<file path="src/rtl/sram_like_req_tracker.sv">
// In-order outstanding-request tracker for an SRAM-like master port.
// Define SRAM_LIKE_RDATA_HOLD_EN to hold the last delivered rdata.
module sram_like_req_tracker #(
   parameter int DATA_W          = 32,
   parameter int ADDR_W          = 32,
   parameter int MAX_OUTSTANDING = 2
) (
   input  logic              clk,
   input  logic              rst,
   input  logic              flush,
   input  logic              core_req,
   input  logic              core_wr,
   input  logic [1:0]        core_size,
   input  logic [ADDR_W-1:0] core_addr,
   input  logic [DATA_W-1:0] core_wdata,
   output logic              core_ack,
   output logic              core_rvalid,
   output logic [DATA_W-1:0] core_rdata,
   output logic              busy,
   output logic              req,
   output logic              wr,
   output logic [1:0]        size,
   output logic [ADDR_W-1:0] addr,
   output logic [DATA_W-1:0] wdata,
   input  logic              addr_ok,
   input  logic              data_ok,
   input  logic [DATA_W-1:0] rdata
);

   localparam int CNT_W = $clog2(MAX_OUTSTANDING + 1);
   localparam logic [CNT_W-1:0] MAX_CNT = CNT_W'(MAX_OUTSTANDING);
   localparam logic [CNT_W-1:0] ONE     = CNT_W'(1);

   logic [CNT_W-1:0] out_cnt;
   logic [CNT_W-1:0] drop_cnt;
   logic [CNT_W-1:0] out_cnt_nxt;
   logic [CNT_W-1:0] drop_cnt_nxt;
   logic             accept;
   logic             resp;

   // Full check uses only registered state: no addr_ok/data_ok -> req path.
   assign req   = core_req & ~flush & (out_cnt != MAX_CNT);
   assign wr    = core_wr;
   assign size  = core_size;
   assign addr  = core_addr;
   assign wdata = core_wdata;

   assign accept      = req & addr_ok;
   assign core_ack    = accept;
   assign resp        = data_ok & (out_cnt != '0);
   assign core_rvalid = resp & (drop_cnt == '0);
   assign busy        = (core_req & ~accept) | (out_cnt != drop_cnt);

   always_comb begin
      out_cnt_nxt = out_cnt;
      if (accept && !resp) begin
         out_cnt_nxt = out_cnt + ONE;
      end else if (!accept && resp) begin
         out_cnt_nxt = out_cnt - ONE;
      end
   end

   // A flush marks everything still outstanding after this cycle as stale.
   always_comb begin
      drop_cnt_nxt = drop_cnt;
      if (flush) begin
         drop_cnt_nxt = out_cnt_nxt;
      end else if (resp && (drop_cnt != '0)) begin
         drop_cnt_nxt = drop_cnt - ONE;
      end
   end

   always_ff @(posedge clk) begin
      if (rst) begin
         out_cnt  <= '0;
         drop_cnt <= '0;
      end else begin
         out_cnt  <= out_cnt_nxt;
         drop_cnt <= drop_cnt_nxt;
      end
   end

`ifdef SRAM_LIKE_RDATA_HOLD_EN
   logic [DATA_W-1:0] rdata_q;

   always_ff @(posedge clk) begin
      if (rst) begin
         rdata_q <= '0;
      end else if (core_rvalid) begin
         rdata_q <= rdata;
      end
   end

   assign core_rdata = core_rvalid ? rdata : rdata_q;
`else
   assign core_rdata = rdata;
`endif

endmodule

</file>
<file path="config.mk">
export PLATFORM = sky130hd
export DESIGN_NAME = sram_like_req_tracker
export DESIGN_NICKNAME = d
export VERILOG_FILES = /design/src/rtl/sram_like_req_tracker.sv
export SDC_FILE = /design/constraint.sdc
export NUM_CORES = 1
export LEC_CHECK = 0
export BUFFER_PORTS_ARGS = -buffer_cell sky130_fd_sc_hd__buf_2
export CORE_AREA = 2 2 79 81
export DETAILED_ROUTE_END_ITERATION = 12
export DIE_AREA = 0 0 81 83
export PLACE_DENSITY = 0.7
export SLEW_MARGIN = 10
export SYNTH_ARGS = -nofsm -noshare
export SYNTH_HDL_FRONTEND = slang
export SYNTH_SLANG_ARGS = --single-unit
</file>
<file path="constraint.sdc">
create_clock -name clk -period 4.4 [get_ports clk]
set_input_delay 0.44 -clock clk [delete_from_list [all_inputs] [get_ports clk]]
set_output_delay 0.44 -clock clk [all_outputs]
set_load 0.03 [all_outputs]
</file>
-- Word-level counts from Yosys, hierarchy flattened
Cells that the tools add are included.
- add/subtract/negate cells: 3
- equality and inequality tests: 2
- multiplexer cells: 4
- bitwise logic cells: 9
- reductions and logical operators: 9
- operators with widths (kind ; number):
    $mux W2 ; 4
    $and A1 B1 Y1 ; 6
    $reduce_bool A2 Y1 ; 3
    $sub A2 B1 Y2 const B ; 2
    $logic_and A1 B1 Y1 ; 3
    $add A2 B1 Y2 const B ; 1
    $logic_not A1 Y1 ; 2
    $logic_not A2 Y1 ; 1
    $ne A2 B2 Y1 ; 1
    $ne A2 B2 Y1 const B ; 1
    $not A1 Y1 ; 2
    $or A1 B1 Y1 ; 1
- bits in registers: 4
- bits of input ports: 105
- output and inout port bits: 103

-- Logic depth before layout (Yosys ltp)
- depth in word-level cells: 9
- gate-level depth with buffers: 7
- depth with buffers taken out: 6

-- Worst setup path before layout
Ideal clock, no wire load.
- path type: reg-to-output
- start point: register out_cnt[0]
- end point: output port req
- data arrival time: 1.367 ns
- required time: 3.960 ns
- path slack: 2.593 ns
- cell stages (with the launch flop): 4
- cells stage by stage: dfxtp_1 inv_1 ha_1 nor3b_1
- longest elaborated chain between the ends: 2
- RTL lines (element ; line ; source):
    start: declaration ; 34 ; logic [CNT_W-1:0] out_cnt;
    start signal: assignment ; 78 ; out_cnt <= out_cnt_nxt;
    $ne A2 B2 Y1 ; 42 ; assign req = core_req & ~flush & (out_cnt != MAX_CNT);
    $and A1 B1 Y1 ; 42 ;
    end: declaration ; 20 ; output logic req,
Every way passes these cells.

-- Worst setup path in the final report
- start point: register out_cnt[0]
- end point: output port busy
- longest elaborated chain between the ends: 6
- elaborated cells between the ends (all ways): 7
- RTL lines (element ; line ; source):
    $ne A2 B2 Y1 ; 42 ;
    $and A1 B1 Y1 ; 42 ;
    $and A1 B1 Y1 ; 48 ; assign accept = req & addr_ok;
    $not A1 Y1 ; 52 ; assign busy = (core_req & ~accept) | (out_cnt != drop_cnt);
    $and A1 B1 Y1 ; 52 ;
    $or A1 B1 Y1 * ; 52 ;
    end: declaration ; 19 ; output logic busy,
Every way passes the cells marked *; elsewhere a longest branch is shown, timed or not.

==> flow_summary_export.csv <==
group,metric,value,unit
cts,clock_latency,0.21,ns
timing,relSlewSlack,74.16,%
detailed_routing,wl_per_cell,15.47,um
pwr,power_density,579.5,nW/um^2
cts,root_buffer,"clkbuf_8",
timing,drv_slew,0,
timing,timing.final.crit_share,46.77,%
synthesis,yosysWarningCount,0,
floorplanning,die_w,81,um
floorplanning,ios,208,
timing,finalSetupViolations,0,
cells_and_area,seqCellArea,80.08,um^2
detailed_routing,dr.pass1.iters,2,
floorplanning,initial_utilization,18.35,%
floorplanning,fp.dieH,83,um
run_status,status,"completed",
pwr,p_leak,0.1830,nW
detailed_routing,ant_nets,0,
setup_path,crit_path_end_kind,"primary output",
cts,path_clk_slew,0.03,ns
setup_path,critPathRequiredTime,3.96,ns
setup_path,cp.arrival,1.62,ns
cts,h-tree-depth,1,
timing,fin_crit,2.058,ns
placed_design,place_congestion,0.7028,
setup_path,crit_chain,"inv_1 -> ha_1 -> nand4bb_1 -> nand2_1 -> nand3_1 -> buf_2",
synthesis,ys_ff_latch,4,
synthesis,seq_area_frac_synth,7.503,%
cells_and_area,fin_nets,159,
cells_and_area,post-route-util,8.477,%
cells_and_area,diodes,0,
setup_path,crit_fanout,7,
pwr,ir_drop,145.6,uV
placed_design,port_buffers,9,
detailed_routing,drcViolationCount,0,
pwr,finalPower,0.0002857,W
synthesis,synth.area.top_cells,"buf_4, dfxtp_1, xnor2_1",
floorplanning,coreArea,5816,um^2
cts,ctsHoldBuffers,0,
synthesis,yosysTopAreaCell,"buf_4",
timing,rsz0062_at_grt,"false",
timing,worst_slew_pin_slew,0.3867,ns
global_routing,grt_pass1_wl,2601,um
detailed_routing,drtIter0Drc,4,
floorplanning,die_area,6723,um^2
cells_and_area,area_growth,-53.81,%
cells_and_area,multi_input_area,214.0,um^2
global_routing,antenna_found_initial,0,
synthesis,yosysUniqueCellTypes,22,
synthesis,synth_area,1067,um^2
cts,cts_sinks,4,
detailed_routing,vias_per_cell,3.403,
cts,clk_path_buf_depth,2,
synthesis,synth.avg_cell_area,7.790,um^2
setup_path,start_kind,"flip-flop",
hold_path,min_path_type,"in -> reg",
synthesis,postSynthCellCount,137,
timing,hold_violations,0,
setup_path,cp_slowest_cell,"dfxtp_1",
setup_path,path_class,"reg -> out",
global_routing,grt_pass1_vias,477,
timing,max_freq,485.9,MHz
cells_and_area,fillers,705,
detailed_routing,wirelength,1918,um
floorplanning,num_rows,28,
cts,numCtsBuffers,3,
synthesis,synth_top_area_share,69.64,%
cells_and_area,layout-drive-gt1-share,28.57,%
global_routing,overflow,0,
cts,cts_tree,"built",
global_routing,grt_usage,5.370,%
timing,fin_skew,0.001183,ns
setup_path,cpPeakStageDelay,0.36,ns
global_routing,grt_max_degree,8,
cts,postCtsSetupRepairBufs,0,
flow_run,maxCapViolations,0,
timing,tns,0,ns
detailed_routing,via_count,422,
cts,cts.repair.resized,0,
synthesis,synth_nets,245,
==> cell type report <==
cell class	instances	area share, %
Sequential cell	4	16.24
Clock buffer	3	8.376
Timing Repair Buffer	9	9.137
Multi-Input combinational cell	28	43.40
Tap cell	75	19.04
Inverter	5	3.807
==> cells in the mapped netlist <==
cell	count
nor3b_2	1
ha_1	3
a21oi_1	1
nand3b_1	1
inv_1	5
a31o_1	1
xnor2_1	5
and2_2	1
o21ai_1	2
nand2_1	2
nor2_1	3
nor2b_1	1
buf_6	1
nand3_1	1
a2111oi_0	1
nand4bb_1	1
dfxtp_1	4
a211oi_1	1
and2_1	1
buf_4	99
o21ba_1	1
nor3b_1	1
==> path summary, 6_finish.rpt <==
kind                                                from                  endpoint  slack [ns]  cells past startpoint
worst max-delay path               out_cnt[0]$_SDFF_PP0_                      busy        2.34                      6
worst min-delay path                                 rst     out_cnt[0]$_SDFF_PP0_        0.43                      2
worst max register to register     out_cnt[0]$_SDFF_PP0_  drop_cnt[1]$_SDFFE_PP0P_        2.74                      6
worst min register to register  drop_cnt[0]$_SDFFE_PP0P_  drop_cnt[0]$_SDFFE_PP0P_        0.66                      4
==> power breakdown <==
part | internal (W) | total, W | switching [W]
clock | 0.0000582 | 0.0000758 | 0.0000176
sequential | 0.0000500 | 0.0000621 | 0.0000122
combinational | 0.0000652 | 0.000148 | 0.0000826
total | 0.000173 | 0.000286 | 0.000112
==> sequential cells by signal, summed over array words and instances, names as in the netlist <==
register	cells
drop_cnt	2
out_cnt	2
==> logic make-up after synthesis <==
family	after synthesis	share of synthesized area [%]
xor gates and xnor gates	5	4.103
adders and majority gates	3	3.517
AOI/OAI and AO/OA	7	4.690
and+or+nand+nor	13	7.738
buffers and inverters	105	72.45
DFF	4	7.503
==> placed cells by master, fill, tap and decap left out, types with 2 or more instances in the layout <==
master,instances
inv_1,5
nand2_1,2
ha_1,3
xnor2_1,5
clkbuf_8,3
nor2_1,3
o21ai_1,2
dfxtp_1,4
buf_2,9
==> worst max-delay path: cells and delay by family, from the launching register on <==
family	cells	cell delay (ns)
fa+ha+maj	1	0.21
simple gates	3	0.57
flops	1	0.36
buf+inv	2	0.26
==> metal layers <==
layer	vias to the layer above	track usage [%]	part of all wire, %
met5	-	0	0
met2	59	6.011	35
li1	149	-	-
met3	58	5.543	28
met4	0	10.94	18
met1	156	2.756	19
==> metrics by stage <==
step / instance area [um^2] / hold WS (ns) / setup slack, ns / std cells
after CTS: 493.0 / 0.4306 / 2.335 / 124
after global routing: 493.0 / 0.4633 / 2.196 / 124
after global placement: 451.7 / 0.6470 / 2.610 / 121
after floorplan: 1067 / 0.5124 / 2.593 / 137
final: 493.0 / 0.4311 / 2.342 / 124
after detailed placement: 451.7 / 0.6561 / 2.565 / 121
Note: power is estimated with default switching activity, not from simulation.
